### config.mk
export PLATFORM = sky130hd
export DESIGN_NAME = ddr2_init_seq
export DESIGN_NICKNAME = d
export VERILOG_FILES = /design/src/rtl/ddr2_pkg.sv /design/src/rtl/ddr2_wait_timer.sv /design/src/rtl/ddr2_init_seq.sv
export SDC_FILE = /design/constraint.sdc
export NUM_CORES = 1
export LEC_CHECK = 0
export ABC_AREA = 1
export ABC_CLOCK_PERIOD_IN_PS = 5300
export CORE_ASPECT_RATIO = 0.6
export CORE_MARGIN = 3
export CORE_UTILIZATION = 54
export CTS_BUF_LIST = sky130_fd_sc_hd__clkbuf_8
export CTS_CLUSTER_DIAMETER = 100
export CTS_CLUSTER_SIZE = 40
export DETAILED_ROUTE_END_ITERATION = 10
export PLACE_DENSITY = 0.79
export SLEW_MARGIN = 20
export SYNTH_ARGS = -nofsm -noshare
export SYNTH_HDL_FRONTEND = slang
export SYNTH_SLANG_ARGS = --single-unit
### constraint.sdc
create_clock -name clk -period 5.3 [get_ports clk]
set_input_delay 1.06 -clock clk [delete_from_list [all_inputs] [get_ports clk]]
set_output_delay 1.06 -clock clk [all_outputs]
set_load 0.01 [all_outputs]
### src/rtl/ddr2_pkg.sv
// Shared DDR2 definitions: command encodings, mode-register bit positions
// and the ns-to-cycle conversion used by init and refresh logic.
package ddr2_pkg;

    typedef enum logic [3:0] {
        CMD_LM   = 4'b0000,
        CMD_AREF = 4'b0001,
        CMD_PRE  = 4'b0010,
        CMD_NOP  = 4'b0111
    } ddr2_cmd_e;

    localparam int A8_DLL_RST  = 8;
    localparam int OCD_LSB     = 7;
    localparam int OCD_MSB     = 9;
    localparam int A10_PRE_ALL = 10;

    // ceil(ns*1000/tck_ps), never below one cycle
    function automatic int cyc_ceil(input longint ns, input longint tck_ps);
        longint c;
        c = (ns * 64'd1000 + tck_ps - 64'd1) / tck_ps;
        if (c < 64'd1) c = 64'd1;
        return int'(c);
    endfunction

    function automatic int max_int(input int a, input int b);
        return (a > b) ? a : b;
    endfunction

endpackage

### src/rtl/ddr2_wait_timer.sv
// Loadable down-counter that parks at zero; done is high while the count is zero.
module ddr2_wait_timer #(
    parameter int         W       = 8,
    parameter logic [W-1:0] RST_VAL = '0
) (
    input  logic         clk,
    input  logic         rst_n,
    input  logic         load,
    input  logic [W-1:0] load_val,
    output logic [W-1:0] value,
    output logic         done
);

    logic [W-1:0] value_q;
    logic [W-1:0] value_d;

    always_comb begin
        value_d = value_q;
        if (load) begin
            value_d = load_val;
        end else if (value_q != '0) begin
            value_d = value_q - 1'b1;
        end
    end

    always_ff @(posedge clk or negedge rst_n) begin
        if (!rst_n) begin
            value_q <= RST_VAL;
        end else begin
            value_q <= value_d;
        end
    end

    assign value = value_q;
    assign done  = (value_q == '0);

endmodule

### src/rtl/ddr2_init_seq.sv
// DDR2 power-up initialisation sequencer with parametrised timing and mode values.
// All outputs are registered; a runtime re-init restarts from the CKE-low wait.
module ddr2_init_seq
    import ddr2_pkg::*;
#(
    parameter int BA_BITS   = 3,
    parameter int ADDR_BITS = 13,
    parameter int TCK_PS    = 5000,
    parameter int T_INIT_NS = 300000,
    parameter int T_CKE_NS  = 400,
    parameter int TRP_NS    = 20,
    parameter int TRFC_NS   = 128,
    parameter int TMRD_CK   = 2,
    parameter int TDLL_CK   = 200,
    parameter int NUM_AREF  = 2,
    parameter logic [ADDR_BITS-1:0] MR_VAL   = ADDR_BITS'(13'h0432),
    parameter logic [ADDR_BITS-1:0] EMR1_VAL = ADDR_BITS'(13'h0010),
    parameter logic [ADDR_BITS-1:0] EMR2_VAL = '0,
    parameter logic [ADDR_BITS-1:0] EMR3_VAL = '0
) (
    input  logic                 clk,
    input  logic                 rst_n,
    input  logic                 reinit_req,
    output logic                 init_cke,
    output logic [3:0]           init_cmd,
    output logic [BA_BITS-1:0]   init_ba,
    output logic [ADDR_BITS-1:0] init_addr,
    output logic                 init_busy,
    output logic                 init_end
);

    localparam int CYC_INIT = cyc_ceil(T_INIT_NS, TCK_PS);
    localparam int CYC_CKE  = cyc_ceil(T_CKE_NS, TCK_PS);
    localparam int CYC_RP   = cyc_ceil(TRP_NS, TCK_PS);
    localparam int CYC_RFC  = cyc_ceil(TRFC_NS, TCK_PS);
    localparam int MAX_GAP  = max_int(max_int(CYC_INIT, CYC_CKE),
                                      max_int(max_int(CYC_RP, CYC_RFC), TMRD_CK));
    localparam int TW       = $clog2(MAX_GAP + 1);
    localparam int DW       = (TDLL_CK < 1) ? 1 : $clog2(TDLL_CK + 1);

    // A gap of N cycles loads N-1: the next command issues on the edge that sees zero
    localparam logic [TW-1:0] LD_INIT = TW'(CYC_INIT - 1);
    localparam logic [TW-1:0] LD_CKE  = TW'(CYC_CKE - 1);
    localparam logic [TW-1:0] LD_RP   = TW'(CYC_RP - 1);
    localparam logic [TW-1:0] LD_RFC  = TW'(CYC_RFC - 1);
    localparam logic [TW-1:0] LD_MRD  = TW'(TMRD_CK - 1);
    localparam logic [TW-1:0] LD_DLLW = TW'(TMRD_CK);

    localparam logic [ADDR_BITS-1:0] A8_MASK   = ADDR_BITS'(1) << A8_DLL_RST;
    localparam logic [ADDR_BITS-1:0] OCD_MASK  = ADDR_BITS'(7) << OCD_LSB;
    localparam logic [ADDR_BITS-1:0] A10_MASK  = ADDR_BITS'(1) << A10_PRE_ALL;
    localparam logic [ADDR_BITS-1:0] EMR1_BASE = EMR1_VAL & ~OCD_MASK;
    localparam logic [DW-1:0]        DLL_MAX   = DW'(TDLL_CK);
    localparam logic [3:0]           AREF_MAX  = 4'(NUM_AREF);

    // Each command state holds the gap that follows its command
    typedef enum logic [3:0] {
        S_PWR, S_CKE, S_PRE1, S_EMR2, S_EMR3, S_EMR1, S_MR_DLLRST,
        S_PRE2, S_AREF, S_MR, S_EMR1_OCD, S_DLLW, S_DONE
    } state_e;

    state_e                 state_q, state_d;
    logic                   cke_q, cke_d;
    ddr2_cmd_e              cmd_q, cmd_d;
    logic [BA_BITS-1:0]     ba_q, ba_d;
    logic [ADDR_BITS-1:0]   addr_q, addr_d;
    logic                   busy_q, busy_d;
    logic                   end_q, end_d;
    logic [3:0]             aref_q, aref_d;
    logic                   dll_run_q, dll_run_d;
    logic [DW-1:0]          dll_cnt_q, dll_cnt_d;

    logic                   tmr_load;
    logic [TW-1:0]          tmr_val;
    logic [TW-1:0]          tmr_value;
    logic                   tmr_done;

    ddr2_wait_timer #(
        .W       (TW),
        .RST_VAL (LD_INIT)
    ) u_timer (
        .clk      (clk),
        .rst_n    (rst_n),
        .load     (tmr_load),
        .load_val (tmr_val),
        .value    (tmr_value),
        .done     (tmr_done)
    );

    always_comb begin
        state_d   = state_q;
        cke_d     = cke_q;
        cmd_d     = CMD_NOP;
        ba_d      = ba_q;
        addr_d    = addr_q;
        busy_d    = busy_q;
        end_d     = end_q;
        aref_d    = aref_q;
        dll_run_d = dll_run_q;
        dll_cnt_d = dll_cnt_q;
        tmr_load  = 1'b0;
        tmr_val   = '0;

        if (dll_run_q && (dll_cnt_q != DLL_MAX)) begin
            dll_cnt_d = dll_cnt_q + 1'b1;
        end

        unique case (state_q)
            S_PWR: if (tmr_done) begin
                cke_d    = 1'b1;
                tmr_load = 1'b1;
                tmr_val  = LD_CKE;
                state_d  = S_CKE;
            end
            S_CKE: if (tmr_done) begin
                cmd_d    = CMD_PRE;
                ba_d     = '0;
                addr_d   = A10_MASK;
                tmr_load = 1'b1;
                tmr_val  = LD_RP;
                state_d  = S_PRE1;
            end
            S_PRE1: if (tmr_done) begin
                cmd_d    = CMD_LM;
                ba_d     = BA_BITS'(2);
                addr_d   = EMR2_VAL;
                tmr_load = 1'b1;
                tmr_val  = LD_MRD;
                state_d  = S_EMR2;
            end
            S_EMR2: if (tmr_done) begin
                cmd_d    = CMD_LM;
                ba_d     = BA_BITS'(3);
                addr_d   = EMR3_VAL;
                tmr_load = 1'b1;
                tmr_val  = LD_MRD;
                state_d  = S_EMR3;
            end
            S_EMR3: if (tmr_done) begin
                cmd_d    = CMD_LM;
                ba_d     = BA_BITS'(1);
                addr_d   = EMR1_BASE;
                tmr_load = 1'b1;
                tmr_val  = LD_MRD;
                state_d  = S_EMR1;
            end
            S_EMR1: if (tmr_done) begin
                cmd_d     = CMD_LM;
                ba_d      = '0;
                addr_d    = MR_VAL | A8_MASK;
                dll_run_d = 1'b1;
                dll_cnt_d = '0;
                tmr_load  = 1'b1;
                tmr_val   = LD_MRD;
                state_d   = S_MR_DLLRST;
            end
            S_MR_DLLRST: if (tmr_done) begin
                cmd_d    = CMD_PRE;
                ba_d     = '0;
                addr_d   = A10_MASK;
                tmr_load = 1'b1;
                tmr_val  = LD_RP;
                state_d  = S_PRE2;
            end
            S_PRE2: if (tmr_done) begin
                cmd_d    = CMD_AREF;
                aref_d   = 4'd1;
                tmr_load = 1'b1;
                tmr_val  = LD_RFC;
                state_d  = S_AREF;
            end
            S_AREF: if (tmr_done) begin
                tmr_load = 1'b1;
                if (aref_q == AREF_MAX) begin
                    cmd_d   = CMD_LM;
                    ba_d    = '0;
                    addr_d  = MR_VAL & ~A8_MASK;
                    tmr_val = LD_MRD;
                    state_d = S_MR;
                end else begin
                    cmd_d   = CMD_AREF;
                    aref_d  = aref_q + 4'd1;
                    tmr_val = LD_RFC;
                end
            end
            S_MR: if (tmr_done) begin
                cmd_d    = CMD_LM;
                ba_d     = BA_BITS'(1);
                addr_d   = EMR1_BASE | OCD_MASK;
                tmr_load = 1'b1;
                tmr_val  = LD_MRD;
                state_d  = S_EMR1_OCD;
            end
            S_EMR1_OCD: if (tmr_done) begin
                cmd_d    = CMD_LM;
                ba_d     = BA_BITS'(1);
                addr_d   = EMR1_BASE;
                tmr_load = 1'b1;
                tmr_val  = LD_DLLW;
                state_d  = S_DLLW;
            end
            // Leaves once tMRD after OCD exit has elapsed and the DLL has had its full lock time
            S_DLLW: if ((tmr_value == '0) && (dll_cnt_q == DLL_MAX)) begin
                busy_d  = 1'b0;
                end_d   = 1'b1;
                state_d = S_DONE;
            end
            S_DONE: if (reinit_req) begin
                cke_d     = 1'b0;
                ba_d      = '0;
                addr_d    = '0;
                busy_d    = 1'b1;
                end_d     = 1'b0;
                aref_d    = '0;
                dll_run_d = 1'b0;
                dll_cnt_d = '0;
                tmr_load  = 1'b1;
                tmr_val   = LD_INIT;
                state_d   = S_PWR;
            end
            default: state_d = S_PWR;
        endcase
    end

    always_ff @(posedge clk or negedge rst_n) begin
        if (!rst_n) begin
            state_q   <= S_PWR;
            cke_q     <= 1'b0;
            cmd_q     <= CMD_NOP;
            ba_q      <= '0;
            addr_q    <= '0;
            busy_q    <= 1'b1;
            end_q     <= 1'b0;
            aref_q    <= '0;
            dll_run_q <= 1'b0;
            dll_cnt_q <= '0;
        end else begin
            state_q   <= state_d;
            cke_q     <= cke_d;
            cmd_q     <= cmd_d;
            ba_q      <= ba_d;
            addr_q    <= addr_d;
            busy_q    <= busy_d;
            end_q     <= end_d;
            aref_q    <= aref_d;
            dll_run_q <= dll_run_d;
            dll_cnt_q <= dll_cnt_d;
        end
    end

    assign init_cke  = cke_q;
    assign init_cmd  = cmd_q;
    assign init_ba   = ba_q;
    assign init_addr = addr_q;
    assign init_busy = busy_q;
    assign init_end  = end_q;

endmodule

==> impl_metrics.csv <==
group,metric,value,unit
status,status,"complete, no violations",
worst_setup_path,element_type_at_the_critical_path_end,"primary output",
clocking,cts.sink_count,46,
worst_setup_path,cp_data_arrival_time,1.38,ns
hold_path,whs_path_cells,2,
drt,routed_via_density,5.37,
placement,worst_slack_at_placement,2.64,ns
sta,hold_ws,0.470,ns
worst_setup_path,critical_path.slowest_cell,"sky130_fd_sc_hd__dfstp_2",
placement,globalplace.congestion,0.947,
drt,detail-route-antenna-nets,0,
synthesis,synth-seq-cells,46,
drt,drc_errors,0,
flow_run,maxCapViolations,0,
clocking,clk_pin_slew_worst_paths,0.10,ns
sta,worstMarginPinSlew,0.574,ns
clocking,cts_setup_buffers,0,
hold_path,worstHoldStart,"init_busy$_DFFE_PN1P_",
synthesis,synth_enable_flop_cells,0,
worst_setup_path,r2r-end,"init_addr[10]$_DFFE_PN0P_",
worst_setup_path,worst-path-buf-inv,1,
clocking,cts.hold.buffers_added,0,
worst_setup_path,timing.critical_path.cells,"clkdlybuf4s50_1",
synthesis,synth_area,2860,µm²
sta,finalHoldViolations,0,
cells_and_area,final_layout_size_suffix_gt1_frac,0.122,
synthesis,ys_async_sr_fraction,1.00,
die,die_height,62.4,µm
drt,route.met3.wl,503,µm
global_routing,grt_pass1_wl,11.0,mm
power_and_ir_drop,power_density,200,nW/µm²
placement,hpwl,4.93,mm
die,fp.dieArea,6230,µm²
cells_and_area,multi_input_gate_area,1450,µm²
hold_path,worst_hold_path.endpoint,"init_busy$_DFFE_PN1P_",
global_routing,grt_pass1_vias,2280,
die,die_x_extent,99.9,µm
power_and_ir_drop,irDropWorstVdd,0.000128,V
worst_setup_path,crit_path_start_kind,"flip-flop",
clocking,post_cts_resized,0,
worst_setup_path,critical-path-top-delay-family,"flip-flops",
worst_setup_path,path_class,"flip-flop to primary output",
sta,period_needed,2.44,ns
worst_setup_path,cp.required,4.24,ns
worst_setup_path,worstRegToRegCells,11,
drt,drt_pre_antenna_iters,5,
die,top_level_ports,26,
hold_path,hold_path.class,"flip-flop to flip-flop",
global_routing,antenna_found_initial,0,
placement,portBuffers,17,
synthesis,yosys_warnings,0,
clocking,cts.root.buffer_cell,"sky130_fd_sc_hd__clkbuf_8",
cells_and_area,nNetsFinal,416,
drt,vias,2534,
synthesis,number_of_distinct_library_cell_variants_in_the_gate_level_netlist_after_synthesis,30,
sta,period_share,0.460,
drt,top_signal_layer_used,"met4",
worst_setup_path,rr_startpoint,"u_timer.value[0]$_DFFE_PN1P_",
synthesis,postSynthCellCount,392,
sta,timing.final.max_slew_violations,0,
global_routing,globalRoute.totalOverflow,0,
sta,setup_ws,2.86,ns
clocking,insertion_delay,0.31,ns
clocking,clockBufferDepth,2,
drt,route.met2.wl,2.57,mm
drt,drt_first_iter_violations,208,
sta,final_setup_vio_count,0,
sta,grt_setup_unrepaired,"false",
sta,fin_worst_skew,0.0172,ns
global_routing,grt.total_usage,0.220,
sta,finalSetupTns,0,ns
synthesis,synth-main-ff-cell,"sky130_fd_sc_hd__dfrtp_1",
clocking,tritoncts.num_buffers,5,
power_and_ir_drop,static-leakage-power,1.60,nW
cells_and_area,fillers,410,
sta,slew_headroom,0.617,
clocking,tritoncts,"yes",
die,initial_core_util,0.592,
sta,fmaxAchievable,0.410,GHz
die,core_ar,4830,µm²
cells_and_area,antenna_cells_inserted,0,
cells_and_area,seq_area,1170,µm²
drt,route.detailed.wl_per_inst,13.6,µm
synthesis,synth.yosys.seq_area_share,0.409,
synthesis,synth_area_per_cell,7.29,µm²
clocking,clock_tree.htree_level_count,2,
worst_setup_path,biggest_fanout_along_the_worst_timing_path,1,
drt,postRouteWirelength,6.40,mm
drt,wl_met1,3.27,mm
worst_setup_path,ff2ff_setup_slack,3.23,ns
cells_and_area,area_growth,9.76,%
global_routing,largest_net_degree_at_the_start_of_global_routing,47,
worst_setup_path,largest_incremental_delay_on_the_critical_path,0.54,ns
die,rows,19,
==> Yosys cell counts, drive strengths merged, types with 4 or more instances <==
| cell type | n | area (µm²) |
|---|---|---|
| nand2 | 109 | 429 |
| nor2 | 73 | 319 |
| inv | 42 | 158 |
| dfrtp | 31 | 776 |
| nand3 | 28 | 145 |
| o21ai | 21 | 128 |
| a21oi | 15 | 75.1 |
| buf | 15 | 103 |
| dfstp | 15 | 394 |
| xor2 | 11 | 96.3 |
| nand4 | 8 | 50.1 |
| nor3 | 8 | 40.0 |
| ha | 5 | 62.6 |
| xnor2 | 4 | 35.0 |
==> cells by family after synthesis <==
| logic type | share of synthesized area |
|---|---|
| and+or+nand+nor | 0.351 |
| other | 0.00131 |
| adders and majority gates | 0.0219 |
| buffers and inverters | 0.0911 |
| AOI/OAI and AO/OA | 0.0793 |
| xor gates and xnor gates | 0.0460 |
| DFF | 0.409 |
==> through the flow <==
stage	instance area (µm²)	util	power, mW	instances
after CTS	3130	0.649	0.629	472
after detailed placement	3030	0.627	0.368	464
after floorplan	2880	-	0.365	399
after global placement	3030	0.627	0.368	464
after global routing	3140	0.650	0.647	472
final	3140	0.650	0.627	472
==> cell type report <==
cell class	instances	area share
clock inverter	3	0.0128
multi-input combinational	296	0.464
inverter	42	0.0503
tap	63	0.0251
sequential	46	0.373
timing repair buffer	17	0.0535
clock buffer	5	0.0219
==> power breakdown <==
group	internal, mW	switching (mW)
registers	0.351	0
logic	0.00118	0.00934
clock network	0.139	0.126
total	0.491	0.135
==> worst register-to-register path: cells and delay by family, from the launching register on <==
family	cells	cell delay [ns]
buffers and inverters	2	0.20
adders and majority gates	1	0.27
DFF	1	0.58
AOI/OAI and AO/OA	1	0.24
and+or+nand+nor	7	0.73
==> per-layer routing <==
metal / vias to the layer above / GRT usage
li1: 1255 / -
met1: 1172 / 0.345
met2: 100 / 0.312
met3: 7 / 0.0447
met4: 0 / 0.0409
met5: - / 0
==> cell usage in the layout, fill, tap and decap left out <==
| cell | instances |
|---|---|
| sky130_fd_sc_hd__nor2_4 | 5 |
| sky130_fd_sc_hd__o21a_1 | 1 |
| sky130_fd_sc_hd__clkinv_2 | 2 |
| sky130_fd_sc_hd__nand2_2 | 5 |
| sky130_fd_sc_hd__ha_1 | 5 |
| sky130_fd_sc_hd__o22ai_1 | 1 |
| sky130_fd_sc_hd__o21ai_0 | 17 |
| sky130_fd_sc_hd__nor2_1 | 65 |
| sky130_fd_sc_hd__bufinv_16 | 1 |
| sky130_fd_sc_hd__nand4_1 | 8 |
| sky130_fd_sc_hd__nand2_1 | 103 |
| sky130_fd_sc_hd__o21ai_4 | 1 |
| sky130_fd_sc_hd__dfrtp_1 | 31 |
| sky130_fd_sc_hd__conb_1 | 8 |
| sky130_fd_sc_hd__nand3_2 | 1 |
| sky130_fd_sc_hd__clkbuf_8 | 5 |
| sky130_fd_sc_hd__inv_1 | 35 |
| sky130_fd_sc_hd__buf_4 | 1 |
| sky130_fd_sc_hd__and2_1 | 1 |
| sky130_fd_sc_hd__nor2_2 | 3 |
| sky130_fd_sc_hd__nor4_1 | 1 |
| sky130_fd_sc_hd__o21ai_2 | 3 |
| sky130_fd_sc_hd__nand2_4 | 1 |
| sky130_fd_sc_hd__dfstp_2 | 15 |
| sky130_fd_sc_hd__nand3_1 | 27 |
| sky130_fd_sc_hd__o211a_1 | 1 |
| sky130_fd_sc_hd__clkdlybuf4s50_1 | 16 |
| sky130_fd_sc_hd__a21oi_1 | 15 |
| sky130_fd_sc_hd__nand3b_1 | 1 |
| sky130_fd_sc_hd__xnor2_1 | 4 |
| sky130_fd_sc_hd__nor3_1 | 8 |
| sky130_fd_sc_hd__xor2_1 | 11 |
| sky130_fd_sc_hd__inv_2 | 7 |
==> sequential cells by signal, indices dropped and copies added (netlist names), 2 cells and up <==
signal and cells:
u_timer.value 16, dll_cnt_q 8, init_addr 5, aref_q 4
state_q 4, init_cmd 3, init_ba 2
==> worst max path at each step <==
stage / from / endpoint / depth (start not counted)
after detailed placement: reinit_req / u_timer.value[0]$_DFFE_PN1P_ / 8
after global placement: reinit_req / u_timer.value[0]$_DFFE_PN1P_ / 8
after global routing: reinit_req / u_timer.value[0]$_DFFE_PN1P_ / 8
final: init_cmd[0]$_DFF_PN1_ / init_cmd[0] / 1
after CTS: init_busy$_DFFE_PN1P_ / init_busy / 1
after floorplan: u_timer.value[0]$_DFFE_PN1P_ / init_ba[1]$_DFFE_PN0P_ / 10
Note: power is estimated with default switching activity, not from simulation.
